==> src/rtl/mdu_pkg.sv <==
// rtl/mdu_pkg.sv - shared op/state encodings and helpers for the multiply/divide unit
package mdu_pkg;

   localparam int MDU_ITER = 32;

   localparam logic [1:0] MDU_MULT  = 2'd0;
   localparam logic [1:0] MDU_MULTU = 2'd1;
   localparam logic [1:0] MDU_DIV   = 2'd2;
   localparam logic [1:0] MDU_DIVU  = 2'd3;

   typedef enum logic [1:0] {
      IDLE = 2'd0,
      CALC = 2'd1,
      DONE = 2'd2
   } mdu_state_t;

endpackage

==> src/rtl/mdu_div_step.sv <==
// rtl/mdu_div_step.sv - one combinational restoring-division step
module mdu_div_step #(
   parameter int WIDTH = 32
) (
   input  logic [WIDTH:0]   rem_in,
   input  logic [WIDTH-1:0] divisor,
   input  logic             dividend_bit,
   output logic [WIDTH:0]   rem_out,
   output logic             q_bit
);

   logic [WIDTH:0] shifted;
   logic [WIDTH:0] diff;
   // The partial remainder is always below the divisor, so its top bit is never set
   logic           rem_top_unused;

   // Shift in the next dividend bit, trial-subtract, restore when the subtract borrows
   always_comb begin
      rem_top_unused = rem_in[WIDTH];
      shifted        = {rem_in[WIDTH-1:0], dividend_bit};
      diff           = shifted - {1'b0, divisor};
      q_bit          = ~diff[WIDTH];
      rem_out        = q_bit ? diff : shifted;
   end

endmodule

==> src/rtl/mul_div_unit.sv <==
// rtl/mul_div_unit.sv - multi-cycle MIPS MULT/MULTU/DIV/DIVU unit feeding HI/LO; MDU_FAST_MUL_EN selects single-cycle multiply
import mdu_pkg::*;

module mul_div_unit #(
   parameter int WIDTH = 32
) (
   input  logic             clk,
   input  logic             rst,
   input  logic             start,
   input  logic [1:0]       op,
   input  logic [WIDTH-1:0] src_a,
   input  logic [WIDTH-1:0] src_b,
   input  logic             cancel,
   output logic             stall,
   output logic             busy,
   output logic             done,
   output logic [WIDTH-1:0] hi_out,
   output logic [WIDTH-1:0] lo_out
);

   mdu_state_t       state;
   logic [5:0]       cnt;
   logic             is_div;
   logic             neg_q;
   logic             neg_r;
   logic [WIDTH:0]   acc_hi;
   logic [WIDTH-1:0] acc_lo;
   logic [WIDTH-1:0] opnd_b;

   logic             sign_a, sign_b;
   logic [WIDTH-1:0] mag_a, mag_b;
   logic             div_zero;
   logic [WIDTH:0]   step_rem;
   logic             step_q;
   logic [WIDTH:0]   mul_sum;
   logic [WIDTH:0]   iter_hi;
   logic [WIDTH-1:0] iter_lo;
   logic [2*WIDTH-1:0] prod;
   logic [WIDTH-1:0] res_hi, res_lo;

`ifdef MDU_FAST_MUL_EN
   logic [2*WIDTH-1:0] fast_prod;

   // Sign- or zero-extend to full width; the low 2*WIDTH bits of the product are exact either way
   always_comb begin
      if (op[0])
         fast_prod = {{WIDTH{1'b0}}, src_a} * {{WIDTH{1'b0}}, src_b};
      else
         fast_prod = {{WIDTH{src_a[WIDTH-1]}}, src_a} * {{WIDTH{src_b[WIDTH-1]}}, src_b};
   end
`endif

   // Operand signs and magnitudes captured at start; unsigned ops never negate
   always_comb begin
      sign_a   = ~op[0] & src_a[WIDTH-1];
      sign_b   = ~op[0] & src_b[WIDTH-1];
      mag_a    = sign_a ? (~src_a + 1'b1) : src_a;
      mag_b    = sign_b ? (~src_b + 1'b1) : src_b;
      div_zero = op[1] & (src_b == '0);
   end

   mdu_div_step #(.WIDTH(WIDTH)) u_div_step (
      .rem_in       (acc_hi),
      .divisor      (opnd_b),
      .dividend_bit (acc_lo[WIDTH-1]),
      .rem_out      (step_rem),
      .q_bit        (step_q)
   );

   // Next accumulator value for one iteration, plus the sign-corrected result used on the last one
   always_comb begin
      mul_sum = {1'b0, acc_hi[WIDTH-1:0]} + (acc_lo[0] ? {1'b0, opnd_b} : '0);
      prod    = '0;
      if (is_div) begin
         iter_hi = step_rem;
         iter_lo = {acc_lo[WIDTH-2:0], step_q};
         res_lo  = neg_q ? (~iter_lo + 1'b1) : iter_lo;
         res_hi  = neg_r ? (~iter_hi[WIDTH-1:0] + 1'b1) : iter_hi[WIDTH-1:0];
      end else begin
         iter_hi          = {1'b0, mul_sum[WIDTH:1]};
         iter_lo          = {mul_sum[0], acc_lo[WIDTH-1:1]};
         prod             = {iter_hi[WIDTH-1:0], iter_lo};
         prod             = neg_q ? (~prod + 1'b1) : prod;
         {res_hi, res_lo} = prod;
      end
   end

   // Stall the issuing instruction in its own start cycle and throughout CALC
   assign stall = ~rst & (((state == IDLE) & start & ~cancel) | (state == CALC));
   assign busy  = (state != IDLE);

   // Control FSM, iteration datapath and registered HI/LO results
   always_ff @(posedge clk) begin
      if (rst) begin
         state  <= IDLE;
         cnt    <= '0;
         is_div <= 1'b0;
         neg_q  <= 1'b0;
         neg_r  <= 1'b0;
         acc_hi <= '0;
         acc_lo <= '0;
         opnd_b <= '0;
         done   <= 1'b0;
         hi_out <= '0;
         lo_out <= '0;
      end else if (cancel) begin
         state <= IDLE;
         done  <= 1'b0;
      end else begin
         case (state)
            IDLE: begin
               done <= 1'b0;
               if (start) begin
                  if (div_zero) begin
                     hi_out <= src_a;
                     lo_out <= '1;
                     done   <= 1'b1;
                     state  <= DONE;
                  end
`ifdef MDU_FAST_MUL_EN
                  else if (~op[1]) begin
                     {hi_out, lo_out} <= fast_prod;
                     done             <= 1'b1;
                     state            <= DONE;
                  end
`endif
                  else begin
                     acc_hi <= '0;
                     acc_lo <= mag_a;
                     opnd_b <= mag_b;
                     is_div <= op[1];
                     neg_q  <= sign_a ^ sign_b;
                     neg_r  <= sign_a;
                     cnt    <= '0;
                     state  <= CALC;
                  end
               end
            end
            CALC: begin
               acc_hi <= iter_hi;
               acc_lo <= iter_lo;
               cnt    <= cnt + 6'd1;
               if (cnt == 6'(MDU_ITER - 1)) begin
                  hi_out <= res_hi;
                  lo_out <= res_lo;
                  done   <= 1'b1;
                  state  <= DONE;
               end
            end
            DONE: begin
               done  <= 1'b0;
               state <= IDLE;
            end
            default: begin
               done  <= 1'b0;
               state <= IDLE;
            end
         endcase
      end
   end

endmodule

==> config.mk <==
export PLATFORM = sky130hd
export DESIGN_NAME = mul_div_unit
export DESIGN_NICKNAME = d
export VERILOG_FILES = /design/src/rtl/mdu_pkg.sv /design/src/rtl/mdu_div_step.sv /design/src/rtl/mul_div_unit.sv
export SDC_FILE = /design/constraint.sdc
export NUM_CORES = 1
export LEC_CHECK = 0
export BUFFER_PORTS_ARGS = -buffer_cell sky130_fd_sc_hd__buf_2
export CAP_MARGIN = 15
export CORE_UTILIZATION = 50
export CTS_CLUSTER_SIZE = 16
export DETAILED_ROUTE_END_ITERATION = 12
export PLACE_DENSITY = 0.69
export RECOVER_POWER = 25
export SLEW_MARGIN = 40
export SYNTH_ARGS = -nofsm -noshare
export SYNTH_HDL_FRONTEND = slang
export SYNTH_HIERARCHICAL = 1
export SYNTH_SLANG_ARGS = --single-unit
==> constraint.sdc <==
create_clock -name clk -period 7.5 [get_ports clk]
set_clock_uncertainty 0.15 [all_clocks]
set_input_delay 1.125 -clock clk [delete_from_list [all_inputs] [get_ports clk]]
set_output_delay 1.125 -clock clk [all_outputs]
set_load 0.005 [all_outputs]
# [Word level (Yosys, flattened, before mapping)]
# Cells that the tools add are included.
[totals] wordCells=88 out_inout_bits=67 mem_bits_rw=0 latch_bits=0 romBits=0 memories=0 regBits=172 in_bits=70
[op_classes] n_mul=0 reduce_logical=9 order_cmp=0 mux=36 n_eq_ne=6 n_div=0 n_addsub=8 shifts=0 bitwise_logic=18
[ops] op="$mux 32" n=20
[ops] op="$pmux 32 s2" n=4
[ops] op="$add 32x1->32 const B" n=4
[ops] op="$not 32->32" n=4
[ops] op="$add 64x1->64 const B" n=1
[ops] op="$mux 64" n=1
[ops] op="$not 64->64" n=1
[ops] op="$add 32x32->33" n=1
[ops] op="$sub 33x32->33" n=1
[ops] op="$logic_not 32->1" n=1
[ops] op="$mux 6" n=2
[ops] op="$pmux 6 s2" n=1
[ops] op="$reduce_and 4->1" n=2
[ops] op="$add 6x1->6 const B" n=1
[ops] op="$and 1x1->1" n=6
[ops] op="$eq 6x5->1 const B" n=1
[ops] op="$mux 2" n=3
[ops] op="$ne 2x2->1 const B" n=3
[ops] op="$not 1->1" n=5
[ops] op="$reduce_and 5->1" n=1
[ops] op="$pmux 2 s2" n=1
[ops] op="$reduce_bool 2->1" n=2
[ops] op="$mux 1" n=3
[ops] op="$eq 2x1->1 const B" n=1
[ops] op="other kinds (7)" n=7

# [Longest topological paths before layout]
[depth] word_depth=8 ltp_mapped=27

# [Cells and area by module]
# The synthesis kept the hierarchy.
[by_module_without_submodules] module="mul_div_unit" seq_area_each_um2=3463.3 cells_per_inst=1926 n_inst=1 area_each_um2=13857.0
[by_module_without_submodules] module="mdu_div_step" seq_area_each_um2=0.0 cells_per_inst=356 n_inst=1 area_each_um2=2461.1

# [Worst setup path before layout]
# OpenSTA, ideal clock, no wires.
[synth_timing] kind="register to register" start="reg acc_lo[31]" end="reg hi_out[29]" setup_slack_ns=0.750 arrival_ns=6.525 stages_incl_launch_ff=24 setup_ns=0.075 n_path_buf=2 cell_sequence="dfxtp_1 inv_1 ha_1 fa_1 or2b_1 a21oi_2 o21bai_4 a21oi_2 o2111ai_1 a311o_1 o211ai_1 ha_1 clkbuf_1 clkbuf_1 mux2_2 or4_1 or4_1 or4_1 o41ai_1 nand2_1 xnor2_1 o311ai_0 o21ai_0 o22ai_1"
[synth_via] elab_chain_cells=8 elab_cells_between_ends=11 classes_between="add/sub (3); mux (6); bitwise (2)"
[synth_rtl] item="start, declared" line="mul_div_unit.sv:27" text="logic [WIDTH-1:0] acc_lo;"
[synth_rtl] item="start signal, assigned" line="mul_div_unit.sv:129" text="acc_lo <= mag_a;"
[synth_rtl] item="start signal, assigned" line="mul_div_unit.sv:141" text="acc_lo <= iter_lo;"
[synth_rtl] item="$sub 33x32->33" line="mdu_div_step.sv:21" text="diff = shifted - {1'b0, divisor};"
[synth_rtl] item="$mux 32" line="mdu_div_step.sv:23" text="rem_out = q_bit ? diff : shifted;"
[synth_rtl] item="net step_rem[8]" line="mul_div_unit.sv:33" text="logic [WIDTH:0] step_rem;"
[synth_rtl] item="$not 32->32" line="mul_div_unit.sv:78" text="res_hi = neg_r ? (~iter_hi[WIDTH-1:0] + 1'b1) : iter_hi[WIDTH-1:0];"
[synth_rtl] item="$add 32x1->32" line="mul_div_unit.sv:78"
[synth_rtl] item="$mux 32" line="mul_div_unit.sv:78"
[synth_rtl] item="$mux 32" line="mul_div_unit.sv:74" text="if (is_div) begin"
[synth_rtl] item="$mux 32" line="mul_div_unit.sv:143" text="if (cnt == 6'(MDU_ITER - 1)) begin"
[synth_rtl] item="$pmux 32 s2" line="mul_div_unit.sv:110" text="case (state)"
[synth_rtl] item="end signal, assigned" line="mul_div_unit.sv:115" text="hi_out <= src_a;"
[synth_rtl] item="end signal, assigned" line="mul_div_unit.sv:144" text="hi_out <= res_hi;"
[synth_rtl] item="end, declared" line="mul_div_unit.sv:17" text="output logic [WIDTH-1:0] hi_out,"
# The timed path passes the listed nets, and every way through them passes these cells. The select of a mux whose other input is x is not followed.
# A chain may end at the register's enable or synchronous reset.

# [Worst setup path in the final report]
# Ends and elaborated chain as after synthesis.

==> run metrics <==
vias in the first global route=15,400; final worst path period need=6.87 ns; vias=17,100; wire per inst=20.1 um; DRT antenna net count=0; Power Total=2.52 mW; WP data arrival=7.12 ns; CP startpoint kind=flop; Setup TNS=0 ns; Post-Syn Area=16,300 um2; Via density=6.26; # Post-CTS Setup Buffers=0; Pint=1.61 mW; GRT Total Usage=0.327; Buffers on Ports=136; die height=182 um; Total Wirelength=54,700 um; clk root buf=clkbuf_16; sw frac=0.362; clock power share=0.352; worst-margin pin slew=0.846 ns; synthesized instance count=2,279; Final Max Slew Viols=0; register share of total power=0.390; share of cells above drive strength 1=0.101; max-cap violations=0; final setup fails=0; Net Count, Synth=2,422; largest net degree at the start of global routing=104; global-route wire length before repair=85,700 um; combinational cell fraction of total power=0.257; Post-route DRC=0; top-level I/O count=137; GPL Wtd Cong=0.967; CP max stage cell=ha_1; crit-path max FO=29; TritonCTS clock tree=yes; NumNets Final=2,424; Req. time, crit path=7.75 ns; CTS clk-pin slew, worst paths=0.08 ns; clock buffer depth=2; Hold Fails Final Rpt=0; register area=3450 um2; RSZ-0062 raised after global routing=no; outcome=finished, final reports clean; Resized cells post-CTS=0; Placement Rows=65; gr ovfl total=0; Worst path max stage delay=0.59 ns; die area=33,300 um2; footprint of the multi-input gates=12,000 um2; crit share post-route=0.915; DR pass1 iterations=7; Area after DPL=17,100 um2; slew margin rel.=0.429; crit path kind=reg -> reg; fillers=3,114; Max VDD drop=0.176 mV; clock sink count=172; CP Capture Type=flop; worst path cell trace=inv_1 > ha_1 > fa_1 > or2b_1 > a21oi_2 > o21bai_4 > a21oi_2 > o2111ai_1 > a311o_1 > o211ai_1 > ha_1 > buf_4 > a21oi_1 > or3_1 > or4_1 > or4_1 > o41ai_1 > buf_4 > nand2_1 > xnor2_1 > o311ai_0 > o21ai_0 > o22ai_1; NetSw=0.913 mW; pwr/cell area=143 nW/um2; core area=31,800 um2; cell area after layout=17,700 um2; worst min path class=reg -> reg; Area Overhead vs Synth=8.41%; initial antenna violation count=1; P_leak=6.88 nW; starting density of the core=0.512; Die X=182 um; Detailed Route Iter0 Violations=1,356; Max Clk Rate=146 MHz; Fin Hold WS=0.340 ns; Syn. warnings=6; Avg Inst Size Synth=7.15 um2; worst-skew pair later-pin latency=0.48 ns; H-tree Lvls=4; DP HPWL=41,600 um; Post-CTS Hold Buffers=0; TritonCTS buffer count=17
==> layer usage <==
layer / share of wire / vias up / track usage
met3: 0.071 / 102 / 0.0481
met1: 0.43 / 8076 / 0.421
met4: 0.049 / 2 / 0.168
met5: 0.00015 / - / 0
li1: - / 8257 / -
met2: 0.45 / 645 / 0.530
==> per-stage QoR <==
stage	utilization	std cells	setup WS (ns)
after floorplan	-	2279	0.750
after global placement	0.537	2696	0.740
after detailed placement	0.537	2696	0.643
after CTS	0.555	2728	0.630
after global routing	0.555	2729	0.273
final	0.555	2730	0.634
==> cell usage in the layout (no fill, tap or decap), types with 18 or more instances in the layout <==
cell type and n:
o21ai_0 115, buf_2 109, nand3_1 26, nand4_1 26
o211ai_1 27, xor2_1 94, o31ai_1 41, o41ai_1 19
a31oi_1 26, clkbuf_1 26, xnor2_1 107, inv_1 64
dfxtp_1 170, o21a_1 18, a21o_1 28, nor2_1 304
nor3_1 65, a211oi_1 106, a21oi_1 197, and2_1 43
mux2i_1 54, buf_4 24, or3_1 19, nand2_1 198
ha_1 71
==> power by group through the flow <==
stage               sequential, mW  clock (mW)  combinational, mW
global placement              1.01           0              0.625
finish                       0.985       0.889              0.649
detailed placement            1.01           0              0.630
global route                 0.990       0.933              0.711
floorplan                    0.972           0              0.488
CTS                          0.989       0.898              0.633
==> state kept, by name (all words and copies together) (netlist names) <==
signal,flops
state,2
lo_out,32
is_div,1
done,1
opnd_b,32
acc_lo,32
acc_hi,32
neg_q,1
hi_out,32
neg_r,1
cnt,6
==> cell type report <==
type                       instances  area share
tap                              435      0.0308
multi-input combinational       1865       0.680
clock buffer                      17      0.0241
timing repair buffer             161      0.0484
inverter                          64      0.0136
clock inverter                    15     0.00772
sequential                       172       0.195
antenna                            1    0.000142
==> final timing paths <==
path / end / slack (ns) / cells after the start / startpoint
worst max register to register: hi_out[29]$_SDFFE_PP0P_ / 0.63 / 23 / acc_lo[31]$_SDFFE_PP0P_
worst max-delay path: hi_out[29]$_SDFFE_PP0P_ / 0.63 / 23 / acc_lo[31]$_SDFFE_PP0P_
worst min-delay path: lo_out[19]$_SDFFE_PP0P_ / 0.34 / 2 / lo_out[19]$_SDFFE_PP0P_
worst min register to register: lo_out[19]$_SDFFE_PP0P_ / 0.34 / 2 / lo_out[19]$_SDFFE_PP0P_
==> worst max-delay path, delay by kind of cell, from the launching register on <==
family	cells	cell delay (ns)
AOI/OAI and AO/OA	11	2.28
and+or+nand+nor	5	1.81
adders and majority gates	3	1.18
buffers and inverters	3	0.78
DFF	1	0.46
xor gates and xnor gates	1	0.12
Note: power is estimated with default switching activity, not from simulation.
